==> src/rtl/adrv9001_tx_pkg.sv <==
// Shared definitions for the ADRV9001 transmit data source: mode encoding,
// IQ word layout and the PRBS15 generator step shared with the receive checker.
package adrv9001_tx_pkg;

  typedef enum logic [1:0] {
    TX_MODE_PASS  = 2'd0,
    TX_MODE_CONST = 2'd1,
    TX_MODE_RAMP  = 2'd2,
    TX_MODE_PRBS  = 2'd3
  } tx_mode_e;

  // IQ word: I occupies the upper half, Q the lower half.
  localparam int IQ_W      = 32;
  localparam int IQ_HALF_W = 16;
  localparam int IQ_I_LSB  = 16;
  localparam int IQ_Q_LSB  = 0;

  // PRBS15, x^15 + x^14 + 1, Fibonacci form; 16 bits generated per word.
  localparam int PRBS_LEN   = 15;
  localparam int PRBS_TAP_A = 14;
  localparam int PRBS_TAP_B = 13;
  localparam int PRBS_STEPS = 16;

  typedef struct packed {
    logic [PRBS_LEN-1:0]  state;
    logic [IQ_HALF_W-1:0] bits;
  } prbs_step_t;

  // Each generated bit is the feedback value; the first one ends up in bits[15].
  function automatic prbs_step_t prbs15_step16(input logic [PRBS_LEN-1:0] s);
    prbs_step_t r;
    logic       fb;
    r.state = s;
    r.bits  = '0;
    for (int k = 0; k < PRBS_STEPS; k++) begin
      fb      = r.state[PRBS_TAP_A] ^ r.state[PRBS_TAP_B];
      r.state = {r.state[PRBS_LEN-2:0], fb};
      r.bits  = {r.bits[IQ_HALF_W-2:0], fb};
    end
    return r;
  endfunction

  function automatic logic [IQ_W-1:0] iq_pack(input logic [IQ_HALF_W-1:0] i_val,
                                              input logic [IQ_HALF_W-1:0] q_val);
    logic [IQ_W-1:0] w;
    w = '0;
    w[IQ_I_LSB +: IQ_HALF_W] = i_val;
    w[IQ_Q_LSB +: IQ_HALF_W] = q_val;
    return w;
  endfunction

endpackage

==> src/rtl/adrv9001_prbs15.sv <==
// 16-step parallel PRBS15 generator; dout is the next word, state advances
// by a full word on each advance pulse.
module adrv9001_prbs15
  import adrv9001_tx_pkg::*;
#(
  parameter logic [PRBS_LEN-1:0] SEED = 15'h7FFF
) (
  input  logic                 clk,
  input  logic                 rst,
  input  logic                 load,
  input  logic                 advance,
  output logic [IQ_HALF_W-1:0] dout
);

  logic [PRBS_LEN-1:0] state;
  prbs_step_t          nxt;

  assign nxt  = prbs15_step16(state);
  assign dout = nxt.bits;

  // NOTE: sequential state uses non-blocking assignments so every register samples pre-edge values.
  always_ff @(posedge clk) begin
    if (rst || load) begin
      state <= SEED;
    end else if (advance) begin
      state <= nxt.state;
    end
  end

endmodule

==> src/rtl/adrv9001_tx_data_gen.sv <==
// ADRV9001 transmit data source: passthrough skid buffer or built-in patterns
// (constant, ramp, PRBS15), with underflow detection and optional zero fill.
module adrv9001_tx_data_gen
  import adrv9001_tx_pkg::*;
#(
  parameter bit                  ZERO_FILL = 1'b1,
  parameter logic [PRBS_LEN-1:0] PRBS_SEED = 15'h7FFF
) (
  input  logic            clk,
  input  logic            rst,
  input  logic [1:0]      mode,
  input  logic [IQ_W-1:0] const_iq,
  input  logic            clear,
  input  logic [IQ_W-1:0] s_axis_tdata,
  input  logic            s_axis_tvalid,
  output logic            s_axis_tready,
  output logic [IQ_W-1:0] m_axis_tdata,
  output logic            m_axis_tvalid,
  input  logic            m_axis_tready,
  output logic            underflow_flag,
  output logic [15:0]     underflow_cnt
);

  tx_mode_e             mode_in, mode_q;
  logic                 out_valid, spare_valid, s_ready_q, armed;
  logic [IQ_W-1:0]      out_data, spare_data, gen_word;
  logic [IQ_HALF_W-1:0] ramp_q, prbs_bits;
  logic                 in_fire, boundary, mode_chg, gen_load, uf_cycle;

  assign mode_in  = tx_mode_e'(mode);
  assign in_fire  = s_axis_tvalid & s_ready_q;
  assign boundary = ~out_valid | m_axis_tready;
  assign mode_chg = boundary & (mode_in != mode_q);
  assign gen_load = boundary & ~mode_chg & (mode_q != TX_MODE_PASS);
  assign uf_cycle = (mode_q == TX_MODE_PASS) & armed & m_axis_tready & ~out_valid & ~spare_valid;

  // NOTE: every always_comb output gets a default first so no latch is inferred.
  always_comb begin
    gen_word = '0;
    case (mode_q)
      TX_MODE_CONST: gen_word = const_iq;
      TX_MODE_RAMP:  gen_word = iq_pack(ramp_q, ~ramp_q + 16'd1);
      TX_MODE_PRBS:  gen_word = iq_pack(prbs_bits, ~prbs_bits);
      default:       gen_word = '0;
    endcase
  end

  adrv9001_prbs15 #(.SEED(PRBS_SEED)) u_prbs (
    .clk     (clk),
    .rst     (rst),
    .load    (mode_chg),
    .advance (gen_load & (mode_q == TX_MODE_PRBS)),
    .dout    (prbs_bits)
  );

  // NOTE: the data registers are reset too, since the output word must read zero during reset.
  always_ff @(posedge clk) begin
    if (rst) begin
      out_valid   <= 1'b0;
      out_data    <= '0;
      spare_valid <= 1'b0;
      spare_data  <= '0;
      s_ready_q   <= 1'b0;
      mode_q      <= TX_MODE_PASS;
      ramp_q      <= '0;
      armed       <= 1'b0;
    end else begin
      if (boundary) mode_q <= mode_in;
      if (mode_chg) begin
        out_valid   <= 1'b0;
        spare_valid <= 1'b0;
        armed       <= 1'b0;
        ramp_q      <= '0;
        s_ready_q   <= 1'b1;
      end else if (mode_q != TX_MODE_PASS) begin
        s_ready_q <= 1'b1;
        if (gen_load) begin
          out_valid <= 1'b1;
          out_data  <= gen_word;
          if (mode_q == TX_MODE_RAMP) ramp_q <= ramp_q + 16'd1;
        end
      end else begin
        if (in_fire) armed <= 1'b1;
        // Ready is only ever high with the spare empty, so input never meets a full spare.
        if (boundary) begin
          if (spare_valid) begin
            out_data    <= spare_data;
            out_valid   <= 1'b1;
            spare_valid <= 1'b0;
          end else begin
            out_valid <= in_fire;
            if (in_fire) out_data <= s_axis_tdata;
          end
          s_ready_q <= 1'b1;
        end else if (in_fire) begin
          spare_data  <= s_axis_tdata;
          spare_valid <= 1'b1;
          s_ready_q   <= 1'b0;
        end
      end
    end
  end

  // An underflow in the same cycle as clear wins and restarts the count at one.
  always_ff @(posedge clk) begin
    if (rst) begin
      underflow_flag <= 1'b0;
      underflow_cnt  <= '0;
    end else if (uf_cycle) begin
      underflow_flag <= 1'b1;
      if (clear)                          underflow_cnt <= 16'd1;
      else if (underflow_cnt != 16'hFFFF) underflow_cnt <= underflow_cnt + 16'd1;
    end else if (clear) begin
      underflow_flag <= 1'b0;
      underflow_cnt  <= '0;
    end
  end

  assign s_axis_tready = s_ready_q;
  assign m_axis_tvalid = out_valid | (ZERO_FILL & uf_cycle);
  assign m_axis_tdata  = out_valid ? out_data : '0;

endmodule
==> config.mk <==
export PLATFORM = sky130hd
export DESIGN_NAME = adrv9001_tx_data_gen
export DESIGN_NICKNAME = d
export VERILOG_FILES = /design/src/rtl/adrv9001_tx_pkg.sv /design/src/rtl/adrv9001_prbs15.sv /design/src/rtl/adrv9001_tx_data_gen.sv
export SDC_FILE = /design/constraint.sdc
export NUM_CORES = 1
export LEC_CHECK = 0
export ABC_AREA = 0
export CORE_MARGIN = 2
export CORE_UTILIZATION = 53
export DETAILED_ROUTE_END_ITERATION = 16
export PLACE_DENSITY = 0.81
export SLEW_MARGIN = 20
export SYNTH_ARGS = -nofsm -noshare
export SYNTH_HDL_FRONTEND = slang
export SYNTH_HIERARCHICAL = 1
export SYNTH_SLANG_ARGS = --single-unit
==> constraint.sdc <==
create_clock -name clk -period 2.51 [get_ports clk]
set_clock_uncertainty 0.2 [all_clocks]
set_input_delay 0.3765 -clock clk [delete_from_list [all_inputs] [get_ports clk]]
set_output_delay 0.3765 -clock clk [all_outputs]
set_load 0.05 [all_outputs]
==> results of run 1 <==
-- per-stage QoR --
step                      cell area, sq um  total power, mW
after floorplan                       6620             2.36
after global placement                8390             2.65
after detailed placement              8390             2.67
after CTS                             8960             5.01
after global routing                  8970             5.16
final                                 8970             5.02
-- kinds of logic after synthesis --
family	share of synthesized area, %
adders and majority gates	0.567
buffers and inverters	5.08
xor gates and xnor gates	7.08
and+or+nand+nor	26.2
muxes	10.3
AOI/OAI and AO/OA	15.2
DFF	35.7
-- registers in the layout (all words and copies together), names as in the netlist --
name,cells
out_data,32
mode_q,2
spare_data,32
armed,1
underflow_flag,1
u_prbs/state,15
spare_valid,1
ramp_q,16
s_axis_tready,1
out_valid,1
underflow_cnt,16
-- repair_timing --
| action | CTS | global route |
|---|---|---|
| buffers inserted | 0 | 0 |
| hold buffers | 0 | 0 |
| resized for setup | 0 | 1 |
| setup endpoints to repair | 0 | 1 |
-- area by class of cell --
cell class              instances  area [sq um]  share of cell area (%)
clock buffers                  22           474                    5.29
clock inverters                 9           101                    1.13
repair buffers                154          1850                    20.6
well taps                     168           210                    2.34
inverters                      11          41.3                   0.460
flip-flops and latches        118          2370                    26.4
multi-input cells             594          3930                    43.8
-- synth_stat cells (3+ instances only) --
library cell / instances
a2111o_1: 14
a211o_1: 3
a211oi_1: 6
a21oi_1: 61
a311oi_1: 3
and2_1: 33
and3_1: 5
buf_2: 19
buf_6: 3
clkbuf_1: 41
dfxtp_1: 118
ha_1: 3
inv_1: 10
mux2_2: 19
mux2i_1: 15
mux4_2: 14
nand2_1: 109
nand2b_1: 10
nand3_1: 21
nand3b_1: 7
nand4_1: 6
nor2_1: 83
nor2b_1: 21
nor3_1: 24
o211ai_1: 12
o21ai_0: 17
o21ai_1: 4
o31ai_1: 4
o41ai_2: 3
or2_2: 3
or4_1: 3
xnor2_1: 13
xor2_1: 38
-- worst max-delay path, cell delays in order (launching register included) --
cell and delay (ps):
dfxtp_4 430, or3_4 480, nor2_8 170, or2_2 130, buf_4 180
-- routing by layer --
metal  vias up  GRT usage, %  wire (um)
li1       2968             -          -
met2       281          52.6       9960
met5         -             0          0
met4         0          12.4        547
met1      3010          39.0       8350
met3        45          6.43       1460
-- power groups by stage --
stage | Combinational (mW) | Sequential, mW | Clock [mW]
2_1_floorplan | 0.370 | 1.99 | 0
3_3_place_gp | 0.645 | 2.01 | 0
3_5_place_dp | 0.661 | 2.01 | 0
4_1_cts | 0.666 | 1.97 | 2.37
5_1_grt | 0.720 | 1.98 | 2.46
6_report | 0.674 | 1.97 | 2.37
-- worst paths after layout --
kind,startpoint,to,slack [ps],cells after the start
min reg2reg,spare_data[5]$_SDFFE_PP0P_,spare_data[5]$_SDFFE_PP0P_,260,2
max,spare_valid$_SDFFE_PP0P_,m_axis_tvalid,110,4
max reg2reg,mode_q[0]$_SDFFE_PP0P_,out_data[8]$_SDFFE_PP0P_,180,7
min,spare_data[5]$_SDFFE_PP0P_,spare_data[5]$_SDFFE_PP0P_,260,2
==> impl_metrics.csv, run 1 <==
group,metric,value,unit
synth,syn_nets,862,
setup_path,critPathKind,"flip-flop to output pin",
finish,layout_common_cells,"dfxtp_1 (115), nand2_1 (109), clkdlybuf4s50_1 (87)",
cts,clkTransAtPathRegs,50,ps
routing,vias_per_cell,5.86,
sta,worst_slew_pin_slew,623,ps
cts,clock_sinks,118,
global_routing,grt_pass1_wl,31500,um
finish,area_growth,35.4,%
placement,placed_cells,1045,
synth,netlist_top_cells_area,"dfxtp_1 (36%), nand2_1 (6.2%), xor2_1 (5.0%)",
synth,synthArstFlopShare,0,%
synth,yosysSeqAreaShare,35.7,%
finish,n_antenna_cell,0,
sta,fin_ws,111,ps
synth,synth.top_cell.area_share,35.7,%
placement,gp_congestion,0.941,
sta,min_period,2400,ps
pwr,pwr-share-seq,39.3,%
routing,wl_per_cell,18.9,um
pwr,p_clk_share,47.3,%
routing,vias,6304,
pwr,vdd_drop_max,0.000432,V
cts,htree_levels,4,
cts,cts_buffers,17,
sta,fin_setup_tns,0,ps
global_routing,grt_pass1_vias,5970,
finish,finalNetCount,970,
finish,fin_util,74.0,%
routing,drtPass1Iterations,6,
sta,rsz0062_at_grt,"no",
global_routing,grt_usage,31.1,%
sta,fin_crit_sh,95.6,%
die,core,12100,sq um
finish,fill_cells,884,
synth,syn_area,6620,sq um
pwr,sw_frac_of_total,25.0,%
global_routing,grt_overflow,0,
die,die_w,116,um
synth,synthFlopType,"dfxtp_1",
die,initial_utilization,54.7,%
die,row_count,40,
sta,hold_ws,255,ps
sta,slew_violations,0,
pwr,leakage,3.21,nW
pwr,p_switching,1.25,mW
die,fp.dieH,116,um
routing,first_iter_violations,724,
sta,setup_violations,0,
pwr,p_per_area,560,nW/um^2
routing,ant_nets,0,
min_path,hold_class,"flip-flop to flip-flop",
synth,synthCells,788,
die,io_pins,122,
synth,ys_ff_latch,118,
placement,io_buffers,121,
sta,slew_headroom,58.1,%
job,drv_cap,0,
finish,final_cell_count_no_fill,1076,
synth,synth_area_leader_cell,"dfxtp_1",
finish,final_common_cell,"dfxtp_1",
synth,syn_avg_cell_area,8.41,sq um
cts,cts_tree,"built",
pwr,intPower,3.77,mW
setup_path,cp.required,1930,ps
cts,cts-root-buf,"clkbuf_16",
cts,insertion_delay,430,ps
placement,dp_hpwl,15000,um
setup_path,critPathMaxFanout,19,
global_routing,grt_max_degree,95,
synth,synth_edf_count,0,
setup_path,endpoint_kind,"output pin",
setup_path,cp-start-kind,"flip-flop",
synth,ys_warn_count,6,
routing,finalWirelength,20300,um
die,die_area,13400,sq um
finish,drive_above_1_share,16.5,%
routing,drc,0,
cts,clock_path_buffers,2,
global_routing,grt_antenna_before_repair,0,
run_status,status,"finished clean",
placement,dp_slack,-20.8,ps
pwr,power_frac_comb,13.4,%
sta,fmax,417,MHz
synth,synthDistinctLibCells,63,
setup_path,cp_data_arrival_time,1820,ps
sta,hold_viol,0,
Power figures use the tool's default switching activity.
==> run 2, diff against run 1 <==
==> constraint.sdc (replaced) <==
create_clock -name clk -period 2.51 [get_ports clk]
set_clock_uncertainty 0.2 [all_clocks]
set_input_delay 0.3765 -clock clk [delete_from_list [all_inputs] [get_ports clk]]
set_output_delay 0.3765 -clock clk [all_outputs]
set_load 0.1 [all_outputs]
==> impl_metrics.csv, run 2 (same netlist as run 1, synthesis figures left out) <==
group,metric,value,unit
run_status,status,"finished clean",
finish,final_common_cell,"nand2_1",
finish,layout_common_cells,"nand2_1 (109), dfxtp_1 (104), nor2_1 (83)",
cts,htree_levels,4,
finish,n_antenna_cell,0,
finish,area_growth,35.1,%
routing,vias,6385,
finish,drive_above_1_share,19.4,%
setup_path,ff2ff_setup_slack,310,ps
global_routing,grt_max_degree,95,
global_routing,grt_usage,31.0,%
routing,finalWirelength,20100,um
routing,first_iter_violations,661,
pwr,p_per_area,567,nW/um^2
die,core,12100,sq um
finish,regArea,2380,sq um
global_routing,grt_antenna_before_repair,1,
cts,clock_path_buffers,2,
min_path,hold_class,"flip-flop to flip-flop",
cts,cts.repair.resized,1,
placement,dp_hpwl,14700,um
finish,final_cell_count_no_fill,1074,
cts,clkTransAtPathRegs,50,ps
cts,clock_sinks,118,
cts,insertion_delay,430,ps
cts,post_cts_buffers,0,
sta,setup_violations,0,
routing,drc,0,
die,die_w,116,um
pwr,vdd_drop_max,0.000460,V
finish,fin_util,73.9,%
sta,worst_slew_pin_slew,462,ps
die,row_count,40,
cts,hold_buffers,0,
global_routing,grt_overflow,0,
sta,fin_crit_sh,96.5,%
finish,finalNetCount,967,
routing,drtPass1Iterations,5,
cts,cts-root-buf,"clkbuf_16",
cts,cts_tree,"built",
global_routing,grt_pass1_vias,6172,
setup_path,cp_data_arrival_time,1850,ps
die,io_pins,122,
sta,slew_headroom,69.2,%
placement,gp_congestion,0.981,
sta,fmax,413,MHz
pwr,total_power,5.07,mW
setup_path,cp-start-kind,"flip-flop",
setup_path,cp.required,1930,ps
sta,fin_setup_tns,0,ps
job,drv_cap,0,
finish,fill_cells,870,
sta,hold_viol,0,
setup_path,slowest_delay,480,ps
cts,cts_buffers,17,
pwr,leakage,3.24,nW
finish,top_regs,"out_data (32), spare_data (32)",
routing,ant_nets,0,
setup_path,cp_slowest_cell,"or3_4",
setup_path,path_cells,"or3_4, nor2_8, or2_2, buf_12",
global_routing,grt_pass1_wl,31600,um
finish,multi_input_area,3930,sq um
sta,rsz0062_at_grt,"no",
sta,min_period,2420,ps
die,fp.dieH,116,um
setup_path,critPathKind,"flip-flop to output pin",
setup_path,critPathMaxFanout,19,
placement,io_buffers,121,
routing,wl_per_cell,18.7,um
die,initial_utilization,54.7,%
die,die_area,13400,sq um
sta,slew_violations,0,
setup_path,endpoint_kind,"output pin",
routing,vias_per_cell,5.95,
placement,placed_cells,1042,
-- run 2: final cells by class --
class | count | area share (%)
repair buffers | 151 | 20.2
inverters | 11 | 0.461
clock inverters | 9 | 1.12
flip-flops and latches | 118 | 26.6
multi-input cells | 594 | 43.9
well taps | 168 | 2.35
clock buffers | 23 | 5.34
-- run 2: final timing paths --
| path | start | end | cells past startpoint |
|---|---|---|---|
| min reg2reg | spare_data[2]$_SDFFE_PP0P_ | spare_data[2]$_SDFFE_PP0P_ | 2 |
| min | spare_data[2]$_SDFFE_PP0P_ | spare_data[2]$_SDFFE_PP0P_ | 2 |
| max | spare_valid$_SDFFE_PP0P_ | m_axis_tvalid | 4 |
| max reg2reg | ramp_q[0]$_SDFFE_PP0P_ | out_data[12]$_SDFFE_PP0P_ | 8 |
-- run 2: worst max-delay path, delay by kind of cell, from the launching register on --
family | cells | cell delay, ps
buf+inv | 1 | 170
flops | 1 | 440
simple gates | 3 | 800
-- run 2: through the flow --
stage | setup WS [ps] | hold slack (ps) | instance area [sq um]
after floorplan | 19.4 | 227 | 6640
after global placement | 63.6 | 239 | 8370
after detailed placement | 2.56 | 244 | 8370
after CTS | 71.8 | 251 | 8950
after global routing | 38.6 | 266 | 8950
final | 86.9 | 253 | 8950
-- run 2: where the power goes --
group / switching [mW] / internal [mW]
logic: 0.394 / 0.317
clock network: 0.864 / 1.53
registers: 0.0416 / 1.93
total: 1.30 / 3.77
-- run 2: metal layers --
| layer | part of all wire, % | wire (um) | up-vias | global-route usage, % |
|---|---|---|---|---|
| met4 | 3.2 | 647 | 2 | 13.1 |
| met2 | 49 | 9760 | 328 | 53.0 |
| met3 | 8.3 | 1670 | 60 | 8.68 |
| li1 | - | - | 2960 | - |
| met1 | 40 | 8040 | 3035 | 36.8 |
| met5 | 0.040 | 8 | - | 0 |
==> run 3, diff against run 2 <==
==> constraint.sdc (replaced) <==
create_clock -name clk -period 2.6 [get_ports clk]
set_clock_uncertainty 0.2 [all_clocks]
set_input_delay 0.39 -clock clk [delete_from_list [all_inputs] [get_ports clk]]
set_output_delay 0.39 -clock clk [all_outputs]
set_load 0.1 [all_outputs]
==> impl_metrics.csv, run 3 (same netlist as run 1, synthesis figures left out) <==
group,metric,value,unit
sta,min_period,2520,ps
routing,vias_per_cell,5.86,
cts,clock_sinks,118,
cts,htree_levels,4,
die,die_area,13400,sq um
routing,vias,6282,
die,io_pins,122,
cts,post_cts_buffers,0,
cts,cts-root-buf,"clkbuf_16",
die,core,12100,sq um
cts,cts_tree,"built",
pwr,intPower,3.71,mW
sta,fin_setup_tns,0,ps
global_routing,grt_pass1_wl,30800,um
cts,cts.repair.resized,0,
min_path,min_path_cells,2,
finish,layout_common_cells,"nand2_1 (109), dfxtp_1 (109), nor2_1 (83)",
job,drv_cap,0,
finish,fill_cells,926,
finish,finalNetCount,966,
die,fp.dieH,116,um
die,die_w,116,um
setup_path,cp_slowest_cell,"dfxtp_2",
routing,finalWirelength,20200,um
pwr,p_switching,1.24,mW
routing,ant_nets,0,
sta,setup_violations,0,
global_routing,grt_overflow,0,
finish,area_growth,34.5,%
setup_path,slowest_delay,670,ps
sta,slew_violations,0,
setup_path,cp-startpoint,"spare_valid$_SDFFE_PP0P_",
global_routing,grt_pass1_vias,5879,
finish,multi_input_area,3930,sq um
setup_path,reg2reg_depth,5,
pwr,p_per_area,556,nW/um^2
finish,n_antenna_cell,0,
placement,gp_congestion,0.932,
placement,placed_cells,1041,
pwr,leakage,3.23,nW
setup_path,critPathKind,"flip-flop to output pin",
pwr,pwr-share-seq,38.5,%
pwr,p_clk_share,47.9,%
pwr,power_frac_comb,13.6,%
placement,dp_hpwl,15000,um
setup_path,critPathMaxFanout,20,
finish,regArea,2370,sq um
setup_path,endpoint,"m_axis_tvalid",
global_routing,grt_usage,30.4,%
placement,placed_cell_area,8310,sq um
run_status,status,"finished clean",
setup_path,cp_data_arrival_time,1930,ps
routing,first_iter_violations,669,
cts,clock_path_buffers,2,
setup_path,r2r_start,"spare_valid$_SDFFE_PP0P_",
global_routing,grt_antenna_before_repair,0,
finish,final_cell_count_no_fill,1072,
cts,cts_buffers,17,
setup_path,ff2ff_setup_slack,230,ps
cts,hold_buffers,0,
min_path,hold_class,"flip-flop to flip-flop",
finish,top_regs,"out_data (32), spare_data (32)",
pwr,sw_frac_of_total,25.1,%
die,row_count,40,
routing,wl_per_cell,18.8,um
global_routing,grt_max_degree,49,
sta,fin_crit_sh,97.1,%
sta,rsz0062_at_grt,"no",
cts,insertion_delay,430,ps
finish,drive_above_1_share,19.0,%
die,initial_utilization,54.7,%
setup_path,endpoint_kind,"output pin",
routing,drtPass1Iterations,5,
setup_path,path_cells,"or3_4, nor2_8, or2_2, buf_12",
sta,worst_slew_pin_slew,549,ps
finish,final_cell_area,8910,sq um
cts,clkTransAtPathRegs,50,ps
setup_path,r2r-end,"out_data[26]$_SDFFE_PP0P_",
setup_path,cp.required,2010,ps
routing,drc,0,
sta,slew_headroom,63.4,%
sta,hold_viol,0,
placement,io_buffers,121,
sta,fmax,396,MHz
pwr,vdd_drop_max,0.000393,V
setup_path,cp-start-kind,"flip-flop",
[run 3: cell count changes in the layout (fill, tap and decap cells not counted), sizes merged]
cell,change
buf,-1
clkinv,-1
[run 3: cell type report]
| class | instances | share of cell area, % |
|---|---|---|
| Clock buffer | 23 | 5.70 |
| Multi-Input combinational cell | 594 | 44.0 |
| Sequential cell | 118 | 26.6 |
| Timing Repair Buffer | 150 | 19.7 |
| Inverter | 11 | 0.463 |
| Clock inverter | 8 | 1.07 |
| Tap cell | 168 | 2.36 |
[run 3: worst min path at each step]
stage | startpoint | endpoint | slack [ps]
floorplan | out_data[10]$_SDFFE_PP0P_ | out_data[10]$_SDFFE_PP0P_ | 230
global route | spare_data[12]$_SDFFE_PP0P_ | spare_data[12]$_SDFFE_PP0P_ | 280
detailed placement | spare_data[14]$_SDFFE_PP0P_ | spare_data[14]$_SDFFE_PP0P_ | 250
CTS | spare_data[14]$_SDFFE_PP0P_ | spare_data[14]$_SDFFE_PP0P_ | 250
global placement | spare_data[17]$_SDFFE_PP0P_ | spare_data[17]$_SDFFE_PP0P_ | 240
finish | spare_data[21]$_SDFFE_PP0P_ | spare_data[21]$_SDFFE_PP0P_ | 250
[run 3: per-stage QoR]
stage          power (mW)  setup WS [ps]  hold WS, ps  util, %
2_1_floorplan        2.31           22.6          227        -
3_3_place_gp         2.59            111          238     68.6
3_5_place_dp         2.60           81.2          245     68.6
4_1_cts              4.95           80.9          253     73.6
5_1_grt              5.08           23.1          277     73.6
6_report             4.95           75.5          255     73.6
[run 3: power by group through the flow]
stage	clock network [mW]	registers [mW]	logic, mW
finish	2.37	1.91	0.672
global route	2.46	1.91	0.709
CTS	2.38	1.91	0.663
detailed placement	0	1.94	0.658
global placement	0	1.94	0.646
floorplan	0	1.93	0.386
[run 3: worst max-delay path: cells and delay by family, from the launching register on]
kind	cells	cell delay, ps
flip-flops	1	670
AND/OR/NAND/NOR	3	660
buffers and inverters	1	170
[run 3: routing by layer]
layer / part of all wire, % / up-vias / GRT usage, %
met5: 0 / - / 0
met4: 3.3 / 0 / 12.8
met3: 6.1 / 49 / 5.81
met2: 49 / 260 / 51.0
met1: 42 / 3009 / 38.6
li1: - / 2964 / -
